## src/rtl/hsi_mse_streamer.sv

```systemverilog
// Streams one held pixel vector paired word-by-word with N library vectors per start command.
// Reads issue one per cycle; each word appears on the element outputs two cycles after its read.
module hsi_mse_streamer #(
   parameter int WORD_WIDTH       = 32,
   parameter int DATA_WIDTH       = 16,
   parameter int HSI_BANDS        = 128,
   parameter int HSI_LIBRARY_SIZE = 16,
   localparam int ELEMENTS              = HSI_BANDS / (WORD_WIDTH / DATA_WIDTH),
   localparam int HSI_LIBRARY_SIZE_ADDR = $clog2(HSI_LIBRARY_SIZE),
   localparam int ELEMENTS_ADDR         = $clog2(ELEMENTS),
   localparam int LIB_ADDR              = $clog2(HSI_LIBRARY_SIZE * ELEMENTS)
) (
   input  logic                             clk,
   input  logic                             rst_n,
   input  logic                             px_wr_en,
   input  logic [ELEMENTS_ADDR-1:0]         px_wr_addr,
   input  logic [WORD_WIDTH-1:0]            px_wr_data,
   input  logic                             start,
   input  logic [HSI_LIBRARY_SIZE_ADDR:0]   lib_size,
   output logic                             lib_rd_en,
   output logic [LIB_ADDR-1:0]              lib_rd_addr,
   input  logic [WORD_WIDTH-1:0]            lib_rd_data,
   output logic                             element_start,
   output logic                             element_last,
   output logic [WORD_WIDTH-1:0]            element_a,
   output logic [WORD_WIDTH-1:0]            element_b,
   output logic                             element_valid,
   output logic [HSI_LIBRARY_SIZE_ADDR-1:0] vctr_ref,
   output logic                             busy,
   output logic                             done
);

   localparam int SIZE_W = HSI_LIBRARY_SIZE_ADDR + 1;
   localparam logic [ELEMENTS_ADDR-1:0] WORD_LAST = ELEMENTS_ADDR'(ELEMENTS - 1);
   localparam logic [SIZE_W-1:0]        SIZE_MAX  = SIZE_W'(HSI_LIBRARY_SIZE);

   typedef enum logic [1:0] {IDLE, READ, DRAIN, DONE} state_t;

   state_t                           state, state_nxt;
   logic [ELEMENTS_ADDR-1:0]         word_cnt;
   logic [HSI_LIBRARY_SIZE_ADDR-1:0] vec_cnt, vec_last;
   logic                             drain_cnt;
   logic [SIZE_W-1:0]                eff_size;
   logic                             read_end;
   logic [WORD_WIDTH-1:0]            px_mem [ELEMENTS];

   logic                             p1_vld;
   logic [ELEMENTS_ADDR-1:0]         p1_word;
   logic [HSI_LIBRARY_SIZE_ADDR-1:0] p1_vec;
   logic [WORD_WIDTH-1:0]            p1_pix;

   always_comb begin
      eff_size = (lib_size > SIZE_MAX) ? SIZE_MAX : lib_size;
      read_end = (word_cnt == WORD_LAST) && (vec_cnt == vec_last);
   end

   always_comb begin
      state_nxt = state;
      lib_rd_en = 1'b0;
      busy      = 1'b1;
      done      = 1'b0;
      case (state)
         IDLE: begin
            busy = 1'b0;
            if (start) state_nxt = (eff_size == '0) ? DONE : READ;
         end
         READ: begin
            lib_rd_en = 1'b1;
            if (read_end) state_nxt = DRAIN;
         end
         DRAIN: if (drain_cnt) state_nxt = DONE;
         DONE: begin
            done      = 1'b1;
            state_nxt = IDLE;
         end
         default: state_nxt = IDLE;
      endcase
      lib_rd_addr = lib_rd_en ? LIB_ADDR'(int'(vec_cnt) * ELEMENTS + int'(word_cnt)) : '0;
   end

   always_ff @(posedge clk) begin
      if (!rst_n) begin
         state     <= IDLE;
         word_cnt  <= '0;
         vec_cnt   <= '0;
         vec_last  <= '0;
         drain_cnt <= 1'b0;
      end else begin
         state <= state_nxt;
         case (state)
            IDLE: if (start) begin
               word_cnt  <= '0;
               vec_cnt   <= '0;
               vec_last  <= HSI_LIBRARY_SIZE_ADDR'(eff_size - SIZE_W'(1));
               drain_cnt <= 1'b0;
            end
            READ: begin
               if (word_cnt == WORD_LAST) begin
                  word_cnt <= '0;
                  vec_cnt  <= vec_cnt + HSI_LIBRARY_SIZE_ADDR'(1);
               end else begin
                  word_cnt <= word_cnt + ELEMENTS_ADDR'(1);
               end
            end
            DRAIN: drain_cnt <= ~drain_cnt;
            default: ;
         endcase
      end
   end

   // Pixel buffer is deliberately left out of reset so a sweep can be rerun after an abort.
   always_ff @(posedge clk) begin
      if (px_wr_en && state == IDLE) px_mem[px_wr_addr] <= px_wr_data;
   end

   // Stage 1 travels with the read; stage 2 meets the returning library word.
   always_ff @(posedge clk) begin
      if (!rst_n) begin
         p1_vld        <= 1'b0;
         p1_word       <= '0;
         p1_vec        <= '0;
         p1_pix        <= '0;
         element_valid <= 1'b0;
         element_start <= 1'b0;
         element_last  <= 1'b0;
         element_a     <= '0;
         element_b     <= '0;
         vctr_ref      <= '0;
      end else begin
         p1_vld        <= lib_rd_en;
         p1_word       <= word_cnt;
         p1_vec        <= vec_cnt;
         p1_pix        <= px_mem[word_cnt];
         element_valid <= p1_vld;
         element_start <= p1_vld && (p1_word == '0);
         element_last  <= p1_vld && (p1_word == WORD_LAST);
         element_a     <= p1_vld ? p1_pix : '0;
         element_b     <= p1_vld ? lib_rd_data : '0;
         vctr_ref      <= p1_vld ? p1_vec : '0;
      end
   end

endmodule
```

## config.mk

```make
export PLATFORM = sky130hd
export DESIGN_NAME = hsi_mse_streamer
export DESIGN_NICKNAME = d
export VERILOG_FILES = /design/src/rtl/hsi_mse_streamer.sv
export SDC_FILE = /design/constraint.sdc
export NUM_CORES = 2
export LEC_CHECK = 0
export CORE_ASPECT_RATIO = 1.75
export CORE_MARGIN = 2
export CORE_UTILIZATION = 40
export DETAILED_ROUTE_END_ITERATION = 6
export HOLD_SLACK_MARGIN = 0.06
export SLEW_MARGIN = 20
export SYNTH_ARGS = -nofsm -noshare
export SYNTH_HDL_FRONTEND = slang
export SYNTH_SLANG_ARGS = --single-unit
```

## constraint.sdc

```tcl
create_clock -name clk -period 4.7 [get_ports clk]
set_clock_uncertainty 0.15 [all_clocks]
set_input_delay 0.94 -clock clk [delete_from_list [all_inputs] [get_ports clk]]
set_output_delay 0.94 -clock clk [all_outputs]
set_load 0.05 [all_outputs]
```

### After elaboration in Yosys (flattened, before gate mapping)

Memory sizes are Yosys's and may differ from the RTL's. A register that Yosys moved wholly into a read port is not among the register bits.
Index checks and enable logic that the tools add are counted.

| cells by class | value |
|---|---|
| add/subtract/negate cells | 4 |
| order comparisons | 1 |
| equal/unequal tests | 10 |
| multiplexer cells | 20 |
| bitwise gates (word level) | 1 |
| reductions and logical operators | 16 |

Operators with widths:

| operator | count |
|---|---|
| $eq 6x6->1 const B | 2 |
| $mux 6 | 2 |
| $pmux 6 s2 | 1 |
| $add 10x6->10 | 1 |
| $mux 10 | 1 |
| $mux 2 | 4 |
| $mux 4 | 2 |
| $ne 2x2->1 const B | 4 |
| $pmux 2 s4 | 1 |
| $pmux 4 s2 | 1 |
| $reduce_and 2->1 | 4 |
| $add 6x1->6 const B | 1 |
| $logic_not 6->1 | 1 |
| $mux 1 | 6 |
| $reduce_and 3->1 | 2 |
| $gt 5x5->1 const B | 1 |
| $logic_not 5->1 | 1 |
| $mux 5 | 1 |
| $add 4x1->4 const B | 1 |
| $eq 2x2->1 const B | 2 |
| $eq 4x4->1 | 1 |
| $logic_and 1x1->1 | 4 |
| $reduce_bool 2->1 | 2 |
| $sub 4x1->4 const B | 1 |
| other kinds (5) | 5 |

| storage, ports and cells | value |
|---|---|
| register bits after elaboration | 99 |
| memory bits (writable) | 2048 |
| input bits | 79 |
| output and inout port bits | 84 |
| memories | 1 |

Memories:

| name | words | bits a word | read ports | clocked after memory_dff | write ports | line | RTL |
|---|---|---|---|---|---|---|---|
| px_mem | 64 | 32 | 1 | 1 | 1 | 45 | `logic [WORD_WIDTH-1:0] px_mem [ELEMENTS];` |

### Logic depth before layout (Yosys ltp)

| logic depth | value |
|---|---|
| word-level depth | 6 |
| depth in mapped cells | 10 |
| gate-level depth less buffers | 7 |

### Least setup slack after synthesis

Ideal clock, no wire load.

| timing path | value |
|---|---|
| path type | input to register |
| start point | input px_wr_addr[4] |
| end point | memory px_mem[16][0], enable pin |
| library setup time | 0.421 ns |
| arrival | 3.130 ns |
| path slack | 0.999 ns |
| stages | 4 |
| cell sequence | clkbuf_1 -> or3b_2 -> clkbuf_1 -> nor2_1 |

RTL lines:

| item | line | RTL |
|---|---|---|
| start: declaration | 16 | `input logic [ELEMENTS_ADDR-1:0] px_wr_addr,` |
| end: declaration | 45 |  |

No word-level cell before the write port.

### Worst setup path after layout

| timing path | value |
|---|---|
| start point | register word_cnt[0] |
| end point | output lib_rd_addr[0] |

| on the way | value |
|---|---|
| longest elaborated chain between the ends | 2 |

Ends and longest elaborated chain:

| item | line | RTL |
|---|---|---|
| start: declaration | 40 | `logic [ELEMENTS_ADDR-1:0] word_cnt;` |
| start signal: assignment | 102 | `word_cnt <= word_cnt + ELEMENTS_ADDR'(1);` |
| $add 10x6->10 | 78 | `lib_rd_addr = lib_rd_en ? LIB_ADDR'(int'(vec_cnt) * ELEMENTS + int'(word_cnt)) : '0;` |
| $mux 10 | 78 |  |
| end: declaration | 21 | `output logic [LIB_ADDR-1:0] lib_rd_addr,` |

No other way between the ends.

==> results by group <==
Status
  • Outcome: finished, final reports clean

Min path
  • Hold Crit Class: reg -> reg

Routing
  • Final wirelength: 221000 um
  • Drt wl/cell: about 33 um
  • Vias: 39000
  • ANT nets after route: 0
  • Initial DRC Count: approximately 4100
  • First-pass DRT Iterations: 7
  • Detailed-route DRC error count: 0
  • Vias per inst: 5.77

Setup path
  • Worst-path fanout max: 31
  • Crit. End Element: output port
  • Crit path kind: reg -> out
  • Crit path DAT: 3.13 ns
  • Crit path required time: around 3.6 ns
  • Setup crit start kind: flop

Clock tree
  • Cts repair resizes: 0
  • CTS Buf Count: 191
  • Skew-Pair Late Insertion Delay: 0.83 ns
  • CTS sink count: 2179
  • CTS tree: yes
  • Clock slew at the register clock pins of the worst setup and hold paths: approximately 0.070 ns
  • Setup bufs post-CTS: 0
  • Hold-fix buffers at CTS: 0
  • CTS Root Cell: clkbuf_16
  • Max clock buf depth: 4
  • CTS H-tree depth: 4

Floorplanning
  • Row count: approximately 220
  • Core ar.: 0.203 sq mm
  • Top Ports: 163
  • Die Span Y: 602 um
  • Initial Utilization: 40.2%
  • Chip width: 346 um
  • Die Area: 0.208 sq mm

Logic synthesis
  • Top post-synthesis cells by area: edfxtp_1 (75%), mux4_2 (16%), dfxtp_1 (3.2%)
  • FFs w/ async S/R, synth: 0%
  • Distinct cells, synth: 57
  • Synth top cells by count: edfxtp_1 (2048), mux4_2 (564), dfxtp_1 (131)
  • Most common cell in the synthesized netlist: edfxtp_1
  • Number of flops mapped to enable cells by yosys: between 2000 and 2500
  • Post-synth top area share: 75.2%
  • Synth warnings: 0
  • Largest area contributor in the synthesized netlist: edfxtp_1
  • Seq/Total Area, Yosys: just under 80%
  • Yosys reg bits: 2179
  • Cell count after synthesis: 3579
  • Synth Flop Type: edfxtp_1
  • Post-Syn Area: 0.0818 sq mm
  • Synth Net Count: 3665
  • Avg Cell Area, Syn: 22.9 sq um

GRT
  • First-pass GRT wire length: slightly above 300000 um
  • GRT Total Usage: 21.0%
  • Largest net degree at the start of global routing: about 100
  • Initial antenna violation count: 15
  • Grt total ovfl: 0
  • Number of global-route vias before repair: about 40000

Placement
  • Worst setup slack after placement: 0.868 ns
  • DP Cell Count: 6409
  • Port Buffers: ~160
  • Final Wtd Congestion: 0.862
  • Hpwl dp: 139000 um

Cells and area
  • Post-route core utilization: 46.3%
  • Layout area overhead: 15.1%
  • Share of layout cells above drive strength 1: 28.5%
  • Final nets: approximately 4000
  • Fillcell total: 16700
  • Layout Cells excl Fill: 6749

STA
  • Final slew viol count: 0
  • Fin. Hold Viols: 0
  • Setup TNS: 0 ns
  • Final worst path period share: 89.7%
  • RSZ-0062 raised after global routing: no
  • Slew @ Worst Pin: ~1.4 ns
  • Setup Viol. Count Final: 0
  • Max_slew headroom: 8.58%
  • F_max: about 240 MHz
  • Post-route setup slack: 0.484 ns
  • Tmin final: between 4 and 5 ns

Power
  • Pwr per Cell Area: 465 mW/mm^2
  • Leak Pwr: 28.8 nW
  • Peak supply drop: 0.299 mV
  • Total power: 43.8 mW

Job
  • Max-Cap Viols: 0
## where the power goes
group	internal, mW	total [mW]	switching [mW]
clock	8.50	15.4	6.92
combinational	3.11	6.76	3.65
sequential	21.4	21.6	0.223
total	33.0	43.8	10.8
## flip-flops by register name, summed over array words and instances, names as in the netlist
| signal | flops |
|---|---|
| p1_word | 6 |
| vec_cnt | 4 |
| p1_pix | 32 |
| vctr_ref | 4 |
| p1_vld | 1 |
| element_last | 1 |
| drain_cnt | 1 |
| element_b | 32 |
| p1_vec | 4 |
| element_valid | 1 |
| element_start | 1 |
| px_mem | 2048 |
| state | 2 |
| word_cnt | 6 |
| vec_last | 4 |
| element_a | 32 |
## per-layer routing
| layer | up-vias | routed length (um) | part of all wire (%) | global-route usage (%) |
|---|---|---|---|---|
| li1 | 15900 | - | - | - |
| met1 | 21200 | 80600 | 36 | 24.9 |
| met2 | 1469 | 117000 | 53 | 38.0 |
| met3 | 429 | 11800 | 5.4 | 2.92 |
| met4 | 16 | 11100 | 5.0 | 9.41 |
| met5 | - | 100 | 0.045 | 0 |
## kinds of logic after synthesis
| kind of cell | synth area share (%) |
|---|---|
| adder cells (fa/ha/maj) | 0.107 |
| multiplexers | 16.1 |
| flip-flops | 78.4 |
| buffers and inverters | 1.22 |
| AND/OR/NAND/NOR | 2.13 |
| XOR/XNOR | 0.128 |
| AO/OA/AOI/OAI | 1.89 |
## metrics by stage
stage,hold WS (ns),area (sq um)
6_report,0.287,94200
5_1_grt,0.313,94200
4_1_cts,0.287,94200
3_5_place_dp,0.269,88200
3_3_place_gp,0.258,88200
2_1_floorplan,0.246,81800
## area by class of cell
class                   count  area, sq um  share of cell area [%]
inverters                   8         30.0                  0.0319
diodes                      4         10.0                  0.0106
clock buffers             240         5170                    5.49
multi-input cells        1193        17200                    18.3
flip-flops and latches   2179        64100                    68.1
clock inverters            96          822                   0.873
repair buffers            377         3490                    3.71
well taps                2652         3320                    3.52
## layout by cell type (no fill, tap or decap), drive strengths merged, types with 6 or more instances in the layout
cell / n
dfxtp: 131
clkinv: 74
nor2b: 9
inv: 12
o221ai: 13
buf: 248
mux2i: 40
nor3: 6
bufinv: 13
nand2b: 8
mux2: 8
and3: 70
xor2: 7
edfxtp: 2048
clkdlybuf4s50: 129
o21ai: 14
nand3: 36
mux4: 564
nand2: 55
a22oi: 75
a21oi: 50
ha: 7
nor2: 109
clkbuf: 240
a22o: 18
a221oi: 20
a211oi: 7
nand3b: 7
and2: 23
## critical path, cell delays in order, from the launching register on
cell	delay, ns
dfxtp_4	0.96
buf_12	0.32
and2_1	0.17
clkdlybuf4s50_1	0.82
## final timing paths
path / slack [ns] / cells after the start / endpoint / startpoint
setup / recovery: 0.48 / 3 / lib_rd_addr[0] / word_cnt[0]$_SDFFE_PN0P_
hold / removal: 0.29 / 1 / element_start$_SDFF_PN0_ / p1_word[4]$_SDFF_PN0_
setup reg to reg: 0.71 / 6 / p1_pix[9]$_SDFF_PN0_ / word_cnt[0]$_SDFFE_PN0P_
hold reg to reg: 0.29 / 1 / element_start$_SDFF_PN0_ / p1_word[4]$_SDFF_PN0_
Note: power is estimated with default switching activity, not from simulation.
